--- src/rtl/fifo_pkg.sv ---
// rtl/fifo_pkg.sv - shared FIFO pointer defaults and Gray code helpers
package fifo_pkg;

  localparam int DEF_ADDRSIZE  = 4;
  localparam int DEF_AF_MARGIN = 2;

  function automatic logic [31:0] bin2gray(input logic [31:0] b);
    return b ^ (b >> 1);
  endfunction

  function automatic logic [31:0] gray2bin(input logic [31:0] g);
    logic [31:0] b;
    b = '0;
    for (int i = 0; i < 32; i++) begin
      b[i] = ^(g >> i);
    end
    return b;
  endfunction

endpackage

--- src/rtl/gray2bin.sv ---
// rtl/gray2bin.sv - combinational Gray-to-binary converter
// Each binary bit is the XOR of its Gray bit and every Gray bit above it.
module gray2bin #(
  parameter int WIDTH = 5
) (
  input  logic [WIDTH-1:0] i_gray,
  output logic [WIDTH-1:0] o_bin
);

  always_comb begin
    o_bin = '0;
    for (int i = 0; i < WIDTH; i++) begin
      o_bin[i] = ^(i_gray >> i);
    end
  end

endmodule

--- src/rtl/wptr_full.sv ---
// rtl/wptr_full.sv - async FIFO write pointer, full/almost-full, level and overflow
// Full is computed from the registered pointer's next value against the synchronised read pointer.
module wptr_full
  import fifo_pkg::*;
#(
  parameter int ADDRSIZE  = DEF_ADDRSIZE,
  parameter int AF_MARGIN = DEF_AF_MARGIN
) (
  input  logic                wclk,
  input  logic                wrst_n,
  input  logic                win,
  input  logic                wclr_ovf,
  input  logic [ADDRSIZE:0]   wq2_rptr,
  output logic [ADDRSIZE:0]   wptr,
  output logic [ADDRSIZE-1:0] waddr,
  output logic                wfull,
  output logic                walmost_full,
  output logic [ADDRSIZE:0]   wlevel,
  output logic                woverflow
);

  localparam logic [ADDRSIZE:0] AF_THRESH = (ADDRSIZE+1)'((1 << ADDRSIZE) - AF_MARGIN);

  logic [ADDRSIZE:0] r_wbin;
  logic [ADDRSIZE:0] r_wptr;
  logic              r_wfull;
  logic              r_walmost_full;
  logic [ADDRSIZE:0] r_wlevel;
  logic              r_woverflow;

  logic [ADDRSIZE:0] w_wbnext;
  logic [ADDRSIZE:0] w_wgnext;
  logic [ADDRSIZE:0] w_rbin_sync;
  logic [ADDRSIZE:0] w_level_next;
  logic              w_full_next;
  logic              w_inc;

  gray2bin #(.WIDTH(ADDRSIZE+1)) u_rptr_g2b (
    .i_gray (wq2_rptr),
    .o_bin  (w_rbin_sync)
  );

  // Registered full gates the increment, so a same-cycle read release cannot admit a write.
  assign w_inc        = win & ~r_wfull;
  assign w_wbnext     = r_wbin + {{ADDRSIZE{1'b0}}, w_inc};
  assign w_wgnext     = (w_wbnext >> 1) ^ w_wbnext;
  assign w_full_next  = (w_wgnext == {~wq2_rptr[ADDRSIZE:ADDRSIZE-1], wq2_rptr[ADDRSIZE-2:0]});
  assign w_level_next = w_wbnext - w_rbin_sync;

  always_ff @(posedge wclk or negedge wrst_n) begin
    if (!wrst_n) begin
      r_wbin         <= '0;
      r_wptr         <= '0;
      r_wfull        <= 1'b0;
      r_walmost_full <= 1'b0;
      r_wlevel       <= '0;
      r_woverflow    <= 1'b0;
    end else begin
      r_wbin         <= w_wbnext;
      r_wptr         <= w_wgnext;
      r_wfull        <= w_full_next;
      r_walmost_full <= (w_level_next >= AF_THRESH);
      r_wlevel       <= w_level_next;
      if (win && r_wfull) begin
        r_woverflow <= 1'b1;
      end else if (wclr_ovf) begin
        r_woverflow <= 1'b0;
      end
    end
  end

  assign wptr         = r_wptr;
  assign waddr        = r_wbin[ADDRSIZE-1:0];
  assign wfull        = r_wfull;
  assign walmost_full = r_walmost_full;
  assign wlevel       = r_wlevel;
  assign woverflow    = r_woverflow;

endmodule
--- config.mk ---
export PLATFORM = sky130hd
export DESIGN_NAME = wptr_full
export DESIGN_NICKNAME = d
export VERILOG_FILES = /design/src/rtl/fifo_pkg.sv /design/src/rtl/gray2bin.sv /design/src/rtl/wptr_full.sv
export SDC_FILE = /design/constraint.sdc
export NUM_CORES = 1
export LEC_CHECK = 0
export ABC_CLOCK_PERIOD_IN_PS = 2350
export BUFFER_PORTS_ARGS = -buffer_cell sky130_fd_sc_hd__buf_2
export CELL_PAD_IN_SITES_DETAIL_PLACEMENT = 0
export CELL_PAD_IN_SITES_GLOBAL_PLACEMENT = 1
export CORE_MARGIN = 3
export CORE_UTILIZATION = 35
export DETAILED_ROUTE_END_ITERATION = 10
export PLACE_DENSITY = 0.72
export SETUP_SLACK_MARGIN = 0.02
export SLEW_MARGIN = 10
export SYNTH_ARGS = -nofsm -noshare
export SYNTH_HDL_FRONTEND = slang
export SYNTH_SLANG_ARGS = --single-unit
--- constraint.sdc ---
create_clock -name wclk -period 2.35 [get_ports wclk]
set_input_delay 0.235 -clock wclk [delete_from_list [all_inputs] [get_ports wclk]]
set_output_delay 0.235 -clock wclk [all_outputs]
set_load 0.005 [all_outputs]
Word-level counts from Yosys, hierarchy flattened --
Cells that the tools add are included.
Storage, ports and cells: output and inout bits 17, bits in registers 18, input bits 9
Cells by class: $lt $le $gt $ge 1, add/sub/neg operators 2, equality and inequality tests 1, muxes and demuxes 2, bitwise logic cells 4, reductions and logical operators 7
Operators with widths (count):
- $reduce_xor 5->1 | 5
- $add 5x1->5 | 1
- $eq 5x5->1 | 1
- $ge 5x4->1 const B | 1
- $sub 5x5->5 | 1
- $xor 4x5->5 | 1
- $mux 1 | 2
- $not 2->2 | 1
- $reduce_bool 2->1 | 1
- $and 1x1->1 | 1
- $logic_and 1x1->1 | 1
- $not 1->1 | 1

Longest topological paths before layout --
Gate-level depths: netlist of run 1.
word-level depth 5, mapped depth 10

Cells and area by module --
Synthesis of run 1 repeated with hierarchy kept, for this count alone.
Unflattened totals: cell total of the unflattened synthesis 83, area, all modules 948.4 µm²
By module, submodules not included:
- wptr_full | instances 1, cells each 78, area an instance 874.6 µm², sequential area each 425.4 µm²
- gray2bin | instances 1, cells each 5, area an instance 73.8 µm², sequential area each 0.0 µm²

Worst setup path after synthesis of run 1 --
Ideal clock, no wire load.
path kind in2reg, start point in wq2_rptr[4], end point reg r_walmost_full (netlist: walmost_full), stages on the path 10, required time 2.263 ns, arrival time 2.282 ns, buffers on the path 0, setup slack -0.019 ns, cells stage by stage xor2_1 > xnor2_1 > xor2_1 > xnor2_1 > ha_1 > fa_1 > nor2b_1 > o21ai_0 > a311o_1 > o211ai_1
On the way: longest elaborated chain between the ends 3, elaborated cells on any way between the ends 7, classes of those cells 1 x add/sub; 1 x order compare; 5 x reduce/logical
RTL lines:
- from (decl) | RTL line wptr_full.sv:13 | input logic [ADDRSIZE:0] wq2_rptr,
- $reduce_xor 5->1 | RTL line gray2bin.sv:13 | o_bin[i] = ^(i_gray >> i);
- $sub 5x5->5 (*) | RTL line wptr_full.sv:48 | assign w_level_next = w_wbnext - w_rbin_sync;
- $ge 5x4->1 (*) | RTL line wptr_full.sv:62 | r_walmost_full <= (w_level_next >= AF_THRESH);
- to (signal assigned) | RTL line wptr_full.sv:62
- to (decl) | RTL line wptr_full.sv:27 | logic r_walmost_full;
Mark *: on every way between the ends. The rest lies on a longest branch, timed or not. A chain may end at the register's enable or synchronous reset.

Worst setup path after layout of run 1 --
start point reg r_wfull (netlist: wfull), end point reg r_walmost_full (netlist: walmost_full)
On the way: longest elaborated chain between the ends 5
RTL lines:
- from (decl) | RTL line wptr_full.sv:26 | logic r_wfull;
- from (signal assigned) | RTL line wptr_full.sv:61 | r_wfull <= w_full_next;
- $not 1->1 | RTL line wptr_full.sv:44 | assign w_inc = win & ~r_wfull;
- $and 1x1->1 | RTL line wptr_full.sv:44
- $add 5x1->5 | RTL line wptr_full.sv:45 | assign w_wbnext = r_wbin + {{ADDRSIZE{1'b0}}, w_inc};
- named net w_wbnext[1] | RTL line wptr_full.sv:31 | logic [ADDRSIZE:0] w_wbnext;
- $sub 5x5->5 | RTL line wptr_full.sv:48
- $ge 5x4->1 | RTL line wptr_full.sv:62
The timed path passes the listed nets, and every way through them passes these cells.

==> results.md, run 1 <==
- The worst path in the final design needs a cycle of 2159 ps, including I/O delays and setup.
- For this run, the post-layout net count is between 100 and 150.
- The most critical setup path has its startpoint at wfull.
- In the routed layout, each cell is associated on average with a via count of 4.607.
- The arrival time reported for the critical path endpoint is 2370 ps.
- After detailed routing, the total wire length is between 1.5 and 2 mm.
- Counting cells, the worst reg-to-reg path comes to 9.
- 0 antenna diodes ended up in the layout.
- The congestion estimate from routability-driven global placement came to 0.7680.
- Relative to the synthesized area, the layout overhead comes to 38.83%.
- The CTS tree is built.
- CTS built an H-tree with a depth of 1.
- The largest net degree at the start of global routing is 18.
- The clock latency of the later-clocked register in the worst-skew pair is 280 ps.
- The Yosys step of the flow raised 0 warnings.
- The share of synthesized registers carrying an async set or reset is 100.0%.
- Ranked by total cell area, the synthesized netlist is headed by dfrtp_1 47%, xnor2_1 9.8%, xor2_1 8.8%.
- Fill cells in the final layout number 211.
- The flow ran to the end, and the final reports show no timing, DRC or antenna violations.
- Across the whole layout, storage elements account for around 430 µm².
- Global routing finished with a remaining overflow of 0.
- For this run, the detailed router's first-pass iteration total came to 6.
- The net count after synthesis is 92.
- The final instance count without filler cells is roughly 150.
- The count of maximum capacitance violations is 0.
- The final cycle utilization of the critical path is 91.85%.
- For this run, the slowest stage of the critical path takes 420 ps.
- The largest fanout on the critical path is 3.
- The number of hold-slack violations in the final timing report is 0.
- STA puts the critical path data required time at about 2600 ps.
- The synthesized area per cell is 11.63 µm².
- The total clock sinks is 17.
- The largest area contributor in the netlist is dfrtp_1.
- The master of the slowest instance on the critical path is fa_2.
- The cell type group with the largest total delay on the critical path is adder cells.
- The floorplan step defined a core boundary enclosing 2318 µm².
- In this run the critical register-to-register path is launched from wfull.
- The initial antenna violation count was 0.
- The total number of vias is 668.
- The count of pins over their slew limit is 0.
- In the global route stage, overall resource usage came out at 13.11%.
- For the pin with the worst max-slew slack, the measured transition is 387.0 ps.
- Static timing analysis puts the maximum clock frequency at between 400 and 500 MHz.
- Clock tree synthesis inserted a total of 3 buffers.
- The multi-input combinational cell area is 513.0 µm².
- The capturing element of the worst setup path is walmost_full.
- Synthesis produced a netlist whose cell count is between 70 and 80.
- The critical path depth in cells is 9.
- Setup violations remaining at the end of the flow were counted as 0.
- After detailed placement, the design holds a cell count of between 100 and 150.
- The first global-routing pass estimated between 3 and 4 mm of wire.
- The die height is around 57 µm.
- The proportion of layout cells with a drive suffix above 1 is 41.88%.
- The worst setup path is of the reg2reg kind.
- By count the netlist is led by 17 x dfrtp_1, 10 x xnor2_1, 9 x inv_1, 9 x xor2_1.
- The critical path goes through nor2b_1, ha_2, ha_4, inv_1, fa_2, nor2b_4, o21ai_1, a311o_1, o211ai_1.
- The power density normalized to cell area is 1527 nW/µm².
- The flip-flop and latch count after synthesis is 17.
- Summing the sequential cell areas from Yosys gives 47.49% of the chip area.
- The number of synthesized flops with an enable pin is 0.
- The worst register-to-register path ends at walmost_full.
- VDD sags by at most about 720 µV.
- Among all flip-flop cells after synthesis, the most frequent one is dfrtp_1.
- Clock-pin slew was measured on the worst setup and hold paths at roughly 100 ps.
- For flop-to-flop paths, the worst setup slack is 190 ps.
- The initialized floorplan defines 17 standard-cell rows.
- STA classifies the critical path startpoint as a flop.
- The cell with the most instances after synthesis is dfrtp_1.
- Buffers placed on the I/O ports in this run total 25.
- The worst hold slack across all endpoints is 126.3 ps.
- The floorplan step defined a die boundary enclosing 3202 µm².
- The relative max-transition margin is around three quarters.
- The via count of the first global-routing pass is 699.
- The clock tree root driver cell is clkbuf_4.
- The sum of net half-perimeters after detailed placement is between 1 and 1.5 mm.
- The sum of buffers and inverters on the critical path is 1.
- The count of distinct cell types in the synthesized netlist is 19.
- The final routed DRC violation total is 0.
- The class of the worst hold path is in2reg.
- The static leakage is 0.6086 nW.
- Summing every instance area after synthesis gives 895.9 µm².
- The total I/O pin count is 26.
- For this block, the initial DRC count from the detailed router was 12.
- Clock skew on the completed layout was measured at 1.857 ps.
- The initial cell density of the core is around two fifths.
- The top cell type's share of synthesized area is between 40% and 50%.
- The die width is 56.59 µm.
- The count of nets left with antenna violations once routing finished came out at 0.
- Setup repair after global routing left no endpoint under its margin.
- Dividing the detail-routed wire length by the instance count gives 12.80 µm.
- The clock passes through at most 2 buffers.
- The critical path endpoint category is a flop.
-- through the flow --
| step | utilization, % | instance area (µm²) | power, mW | setup slack [ps] | setup TNS (ps) |
|---|---|---|---|---|---|
| 6_report | 53.64 | 1244 | 1.899 | 191.5 | 0 |
| 5_1_grt | 53.64 | 1244 | 2.109 | 41.06 | 0 |
| 4_1_cts | 50.46 | 1170 | 1.801 | 53.96 | 0 |
| 3_5_place_dp | 48.89 | 1134 | 1.628 | -145.3 | -254.9 |
| 3_3_place_gp | 48.89 | 1134 | 1.604 | -124.4 | -213.3 |
| 2_1_floorplan | - | 905.9 | 1.239 | 49.93 | 0 |
-- report_power, final --
part,internal [mW],switching (mW)
Sequential,0.451,0.0876
Clock,0.0657,0.0903
Combinational,0.633,0.570
-- cell families after synthesis --
kind of cell,after synthesis,share of synthesized area (%)
simple gates,15,8.380
buf+inv,9,3.771
fa+ha+maj,6,9.218
compound gates,9,7.540
xor+xnor,21,23.60
flops,17,47.49
-- sequential cells by signal, indices dropped and copies added, names as in the netlist --
name / cells
r_wbin: 5
walmost_full: 1
wfull: 1
wlevel: 5
woverflow: 1
wptr: 4
-- layout by cell type (no fill, tap or decap), types with 2 or more instances in the layout --
cell / n
xnor3_1: 2
xnor2_1: 9
o211ai_1: 2
clkbuf_4: 3
buf_4: 10
xor2_1: 7
nand3_1: 4
ha_4: 2
buf_2: 25
inv_1: 9
or3_1: 2
dfrtp_1: 17
ha_1: 2
o21ai_1: 2
nand2_1: 5
-- final cells by class --
class / instances / share of cell area (%)
Timing Repair Buffer: 36 / 16.90
Multi-Input combinational cell: 51 / 41.25
Tap cell: 28 / 2.817
Sequential cell: 17 / 34.21
Clock buffer: 4 / 2.113
Inverter: 9 / 2.716
-- layer usage --
metal | up-vias | global-route usage, % | part of all wire (%)
met4 | 0 | 7.119 | 2.3
met3 | 4 | 2.529 | 4.4
met2 | 16 | 20.79 | 48
li1 | 331 | - | -
met1 | 317 | 16.64 | 45
met5 | - | 0 | 0
-- timing repair --
item / in CTS / in global routing
setup endpoints to repair: 1 / 3
hold endpoints to repair: 17 / 0
pin swaps: 0 / 4
gates resized for setup: 1 / 11
setup buffers: 0 / 1
hold buffers: 1 / 0
-- worst min path at each step --
stage                  start         to  slack (ps)  cells past startpoint
floorplan             wrst_n  r_wbin[0]         -60                      0
global placement      wrst_n  woverflow         170                      1
detailed placement    wrst_n  woverflow         180                      1
CTS                 wclr_ovf  woverflow         130                      2
global route        wclr_ovf  woverflow         130                      2
finish              wclr_ovf  woverflow         130                      2
(Power assumes the default switching activity.)
==> inputs of run 2 (changes only) <==
- ABC_CLOCK_PERIOD_IN_PS: 2350 -> 2200
- CORE_UTILIZATION: 35 -> 38
- PLACE_DENSITY: 0.72 -> default
- PLACE_DENSITY_LB_ADDON: default -> 0.12
- clock period: 2.35 -> 2.2 ns (I/O delays scaled with it)
==> results.md, run 2 (same netlist as run 1, synthesis figures left out) <==
- The run finished with clean final reports.
- The sum of negative setup slack is 0 ps (unchanged).
- The fraction of the core area covered by cells at the end of the flow was 63.81% (+10 points).
- The critical path in this run is classified as in2reg.
- The final routed DRC violation total came to 0 (unchanged).
- The detailed-route vias per instance came to 4.781 (+3.8%).
- The relative max-transition margin is 74.72% (+0.51 points).
- The total number of vias is 722 (+8.1%).
- The die height was 54.56 µm (-3.6%).
- The largest fanout on the critical path is 2 (-1).
- The number of hold-slack violations in the final timing report is 0 (unchanged).
- The worst voltage drop across the vdd grid was 873.1 µV (+20%).
- The buffer depth of the longest clock path is 2 (unchanged).
- The initial cell density of the core is 42.62% (+4.0 points).
- The total wirelength of the detailed-routed design is 1.969 mm (+6.1%).
- The layout overhead on the synthesized area is 49.72%.
- The area of the die was 2976 µm² (-7.1%).
- TritonCTS built the clock tree.
- The proportion of layout cells with a drive suffix above 1 is 51.61% (+9.7 points).
- The total iterations of the first detailed-routing run came to 4 (-2).
- The worst setup slack after placement was -194.6 ps (-49.35 ps).
- The startpoint identified for the worst register-to-register timing path is wfull.
- STA classifies the critical path endpoint as a flop.
- The first-iteration detailed-routing DRC count was 1 (-11).
- The worst setup slack after layout is 66.01 ps (-125.4 ps).
- The total I/O pin count is 26 (unchanged).
- The count of maximum capacitance violations is 0 (unchanged).
- The count of pins over their slew limit came to 0 (unchanged).
- The count of buffers from port buffering is 25 (unchanged).
- The die width is 54.56 µm (-3.6%).
- The final critical path time including I/O delays and setup is 2134 ps.
- The arrival time reported for the critical path endpoint is 2350 ps (-20 ps).
- In the layout the commonest cells are 25 x buf_2, 17 x dfrtp_1, 16 x buf_4.
- The worst hold path begins at wclr_ovf.
- The clock tree root driver cell is clkbuf_4.
- The residual overflow from global routing is 0 (unchanged).
- The number of nets with antenna violations after routing came to 0 (unchanged).
- The number of nets in the layout is 140 (+5.3%).
- The wire length of the first global-routing pass is 2.987 mm (-7.1%).
- The number of levels the H-tree was split into is 1 (unchanged).
- The sum of net half-perimeters after detailed placement is 1.507 mm (+5.8%).
- Setup repair after global routing could not meet its margin everywhere.
- The most frequent standard cell in the layout excluding fill and tap cells is buf_2.
- In this run the worst setup path begins at wq2_rptr[4].
- The clock input transition at the sequential cells of the worst setup and hold paths was 100 ps (about the same).
- The overall power of the completed layout is 2.286 mW (+20%).
- The initial antenna violation count is 0 (unchanged).
- The transition time at the pin with the least slew margin is 379.3 ps (-7.700 ps).
- The final count of negative-setup-slack endpoints is 0 (unchanged).
- The number of buffers created by CTS is 3 (unchanged).
- The static leakage came to 0.6462 nW (+6.2%).
- The worst setup path is launched from a primary input.
- The min-delay analysis places its worst path in the category in2reg.
- After layout, the worst path uses between 90% and 100% of the clock period.
- The total clock sinks is 17 (unchanged).
- The number of inserted diodes is 0 (unchanged).
- The maximum clock rate is 468.6 MHz.
- The global router's overall resource usage is 15.12% (+2.0 points).
- The core footprint is 2102 µm² (-9.3%).
- The largest net degree at the start of global routing was 18 (unchanged).
- The via count of the first global-routing pass was 646 (-7.6%).
- The power density normalized to cell area is 1705 nW/µm² (+12%).
- The per-cell routed wire length is 13.04 µm (+1.9%).
- The final weighted congestion of routability-driven global placement is 0.7680 (unchanged).
- The final worst clock skew is 1.958 ps (+0.1013 ps).
- The number of placement rows is 16 (-1).
- The required time at the endpoint of the critical path is 2410 ps (-150 ps).
- The clock latency of the later-clocked register in the worst-skew pair is 290 ps (about the same).
## run 2: cell types whose count changed in the layout (fill, tap and decap cells not counted), sizes merged
| cell | before | now |
|---|---|---|
| buf | 35 | 42 |
## run 2: final timing paths
| check | to | slack (ps) | depth (start not counted) |
|---|---|---|---|
| max in group asynchronous | wfull | 1570 | 2 |
| hold / removal | woverflow | 110 | 2 |
| setup reg to reg | walmost_full | 90 | 9 |
| setup / recovery | walmost_full | 70 | 11 |
| min in group asynchronous | woverflow | 370 | 2 |
| hold reg to reg | woverflow | 530 | 2 |
## run 2: critical path, stage by stage
cell and delay [ps]:
buf_2 120, xor2_2 190, xnor2_2 200, xor2_1 230, xnor2_1 140, ha_4 190
fa_2 410, nor2b_4 150, o21ai_2 60, a311o_1 340, o211ai_1 100
## run 2: final cells by class
class | count | area (µm²)
fillers | 183 | 760.7
flip-flops and latches | 17 | 425.4
inverters | 9 | 33.78
repair buffers | 43 | 266.5
clock buffers | 4 | 26.28
multi-input cells | 51 | 555.5
well taps | 27 | 33.78
## run 2: repair_timing
action	in CTS	in global routing
endpoints found under the setup margin	1	3
pin swaps	0	7
hold endpoints to repair	17	0
hold buffers	1	0
cloned	0	0
setup buffers	1	1
gates resized for setup	2	18
## run 2: power by group
part	leakage (nW)	switching (mW)	total [mW]	internal, mW
sequential	0.204	0.101	0.584	0.483
combinational	0.427	0.697	1.54	0.838
clock	0.0150	0.0966	0.167	0.0705
total	0.646	0.895	2.29	1.39
## run 2: routing by layer
| layer | GRT usage [%] | vias to the layer above | share of wire [%] | wire, µm |
|---|---|---|---|---|
| li1 | - | 349 | - | - |
| met1 | 20.58 | 350 | 45 | 885 |
| met2 | 21.91 | 19 | 48 | 939 |
| met3 | 3.270 | 4 | 4.3 | 85 |
| met4 | 8.714 | 0 | 2.9 | 58 |
| met5 | 0 | - | 0 | 0 |
## run 2: per-stage QoR
step | cells | cell area [µm²] | hold WS (ps)
finish | 151 | 1341 | 110.9
global route | 151 | 1341 | 112.4
CTS | 150 | 1231 | 98.33
detailed placement | 144 | 1187 | 165.4
global placement | 144 | 1187 | 158.6
floorplan | 77 | 915.9 | -75.59
==> inputs of run 3 (changes only) <==
- PLACE_DENSITY_LB_ADDON: 0.12 -> 0.2
==> results.md, run 3 (same netlist as run 1, synthesis figures left out) <==
- The largest net degree at the start of global routing is 18 (unchanged).
- The min-delay analysis places its worst path in the category in2reg.
- The area of the die is 2976 µm² (unchanged).
- The total clock sinks is 17 (unchanged).
- The final routed DRC violation total was 0 (unchanged).
- The largest fanout on the critical path came to 3 (+1).
- The relative max-transition margin is 74.26% (-0.46 points).
- The signal on the critical path passes through nor2b_1, ha_2, inv_2, ha_4, fa_2, nor2b_4, o21ai_2, a311o_1, o211ai_1.
- In this run the most critical hold path is launched from wclr_ovf.
- The initial cell density of the core is 42.62% (unchanged).
- The power density normalized to cell area came to 1635 nW/µm² (-4.1%).
- The number of nets in the layout is 137 (-2.1%).
- The sum of buffers and inverters on the critical path is 1 (unchanged).
- The die height is 54.56 µm (unchanged).
- The maximum clock rate is 474.6 MHz (+1.3%).
- Grouping stages by cell kind, the critical path spends the most delay in adder cells.
- The wire length of the first global-routing pass came to 2.911 mm (-2.5%).
- The multi-input combinational cell area is 550.5 µm² (-0.90%).
- The global router's overall resource usage is 14.51% (-0.61 points).
- The clock input transition at the sequential cells of the worst setup and hold paths is 100 ps (about the same).
- The count of pins over their slew limit is 0 (unchanged).
- The required time at the endpoint of the critical path is 2410 ps (about the same).
- The proportion of layout cells with a drive suffix above 1 is 47.93% (-3.7 points).
- The top cell types in the final layout, fill and taps aside, are 25 x buf_2, 17 x dfrtp_1, 14 x buf_4.
- The total area of sequential cells came to 425.4 µm² (unchanged).
- The final worst clock skew was 3.208 ps (+1.250 ps).
- The cell depth of the worst hold path is 2 (unchanged).
- The worst hold slack across all endpoints came to 119.9 ps (+9.004 ps).
- The total iterations of the first detailed-routing run is 2 (-2).
- The final critical path time including I/O delays and setup is 2107 ps (-27.07 ps).
- The stage delay of the slowest cell on the critical path is 410 ps (about the same).
- The worst voltage drop across the vdd grid is 982.1 µV (+12%).
- The total I/O pin count is 26 (unchanged).
- The sink of the worst hold path is woverflow.
- The number of nets with antenna violations after routing was 0 (unchanged).
- The number of placement rows was 16 (unchanged).
- The number of buffers created by CTS is 3 (unchanged).
- CTS placed an instance of clkbuf_4 at the clock tree root.
- The area of all placed cells without fillers came to 1310 µm² (-2.3%).
- The critical path endpoint category is a flop.
- The end of the worst register-to-register path is walmost_full.
- The count of buffers from port buffering was 25 (unchanged).
- The startpoint of the worst register-to-register path is wfull.
- The via count of the first global-routing pass came to 667 (+3.3%).
- The placed standard-cell area is 1180 µm² (-0.63%).
- The post-CTS setup-driven buffer insertion count is 0 (-1).
- The clock latency of the later-clocked register in the worst-skew pair is 280 ps (about the same).
- The type of element launching the critical path is a flop.
- The static leakage is 0.6376 nW (-1.3%).
- The buffer depth of the longest clock path is 2 (unchanged).
- The sum of net half-perimeters after detailed placement was 1.540 mm (+2.2%).
- The total of fill cells in the finished design is 186 (+1.6%).
- The slack of the worst reg-to-reg path was 90 ps (about the same).
- The final cycle utilization of the critical path was 95.77% (-1.2 points).
- The first-iteration detailed-routing DRC count came to 4 (+3).
- The core footprint is 2102 µm² (unchanged).
- Setup repair after global routing could not meet its margin everywhere.
- The number of hold-slack violations in the final timing report was 0 (unchanged).
- The library cell used most frequently in the layout, excluding fill and tap cells, is buf_2.
- The detailed-route vias per instance came to 4.601 (-3.8%).
- The residual overflow from global routing was 0 (unchanged).
- The number of inserted diodes was 0 (unchanged).
- The layout overhead on the synthesized area is 46.23%.
- The final weighted congestion of routability-driven global placement is 0.7889 (+2.7%).
- The die width came to 54.56 µm (unchanged).
- The total wirelength of the detailed-routed design was 1.902 mm (-3.4%).
- The total number of vias is 681 (-5.7%).
- The number of levels the H-tree was split into is 1 (unchanged).
- The length in cells of the worst reg-to-reg path is 9 (unchanged).
- The master of the slowest instance on the critical path is fa_2.
- The count of maximum capacitance violations is 0 (unchanged).
- The final count of negative-setup-slack endpoints is 0 (unchanged).
- The arrival time reported for the critical path endpoint was 2320 ps (-30 ps).
- The per-cell routed wire length is 12.85 µm (-1.4%).
- The CTS tree is built.
- The type of the worst setup path is reg2reg.
- The initial antenna violation count is 0 (unchanged).
- The transition time at the pin with the least slew margin is 386.1 ps (+6.867 ps).
- The sum of negative setup slack was 0 ps (unchanged).
- The run finished with clean final reports.
==> run 3: metal layers <==
layer	GRT usage, %	up-vias	part of all wire, %
met3	1.907	2	3.6
li1	-	342	-
met2	25.30	15	51
met5	0	-	0
met1	16.58	322	44
met4	9.129	0	1.6
==> run 3: per-stage QoR <==
step / power (mW) / setup slack, ps / utilization (%) / instances
3_5_place_dp: 1.866 / -265.4 / 56.13 / 143
5_1_grt: 2.317 / -29.81 / 62.32 / 148
2_1_floorplan: 1.336 / 4.566 / - / 77
4_1_cts: 2.076 / 24.53 / 58.69 / 148
3_3_place_gp: 1.825 / -161.5 / 56.13 / 143
6_report: 2.142 / 93.08 / 62.32 / 148
==> run 3: layout make-up <==
cell class | count | area share, %
clock buffers | 4 | 2.006
well taps | 27 | 2.579
multi-input cells | 51 | 42.02
inverters | 9 | 2.579
repair buffers | 40 | 18.34
flip-flops and latches | 17 | 32.47
==> run 3: worst max path at each step <==
stage	endpoint	from	slack [ps]	cells past startpoint
global placement	walmost_full	wq2_rptr[4]	-160	11
floorplan	walmost_full	wq2_rptr[4]	5	10
detailed placement	walmost_full	wq2_rptr[4]	-270	11
finish	walmost_full	wfull	90	9
global route	walmost_full	wfull	-30	9
CTS	walmost_full	wq2_rptr[4]	20	11
==> run 3: worst reg2reg max path: stages, from the launching register on <==
cell and delay (ps):
dfrtp_1 370, nor2b_1 60, ha_2 320, inv_2 50, ha_4 160, fa_2 410, nor2b_4 150, o21ai_2 70
a311o_1 350, o211ai_1 90
==> run 3: what timing repair did <==
item                                    4_1_cts  5_1_grt
resized for setup                             6       11
pin swaps                                     2        7
hold buffers                                  1        0
endpoints found under the setup margin        2        3
endpoints found under the hold margin        17        0
==> run 3: power breakdown <==
group / total, mW / internal, mW / leakage [nW] / switching, mW
registers: 0.578 / 0.483 / 0.204 / 0.0955
clock network: 0.167 / 0.0704 / 0.0150 / 0.0965
logic: 1.40 / 0.753 / 0.418 / 0.644
total: 2.14 / 1.31 / 0.638 / 0.836
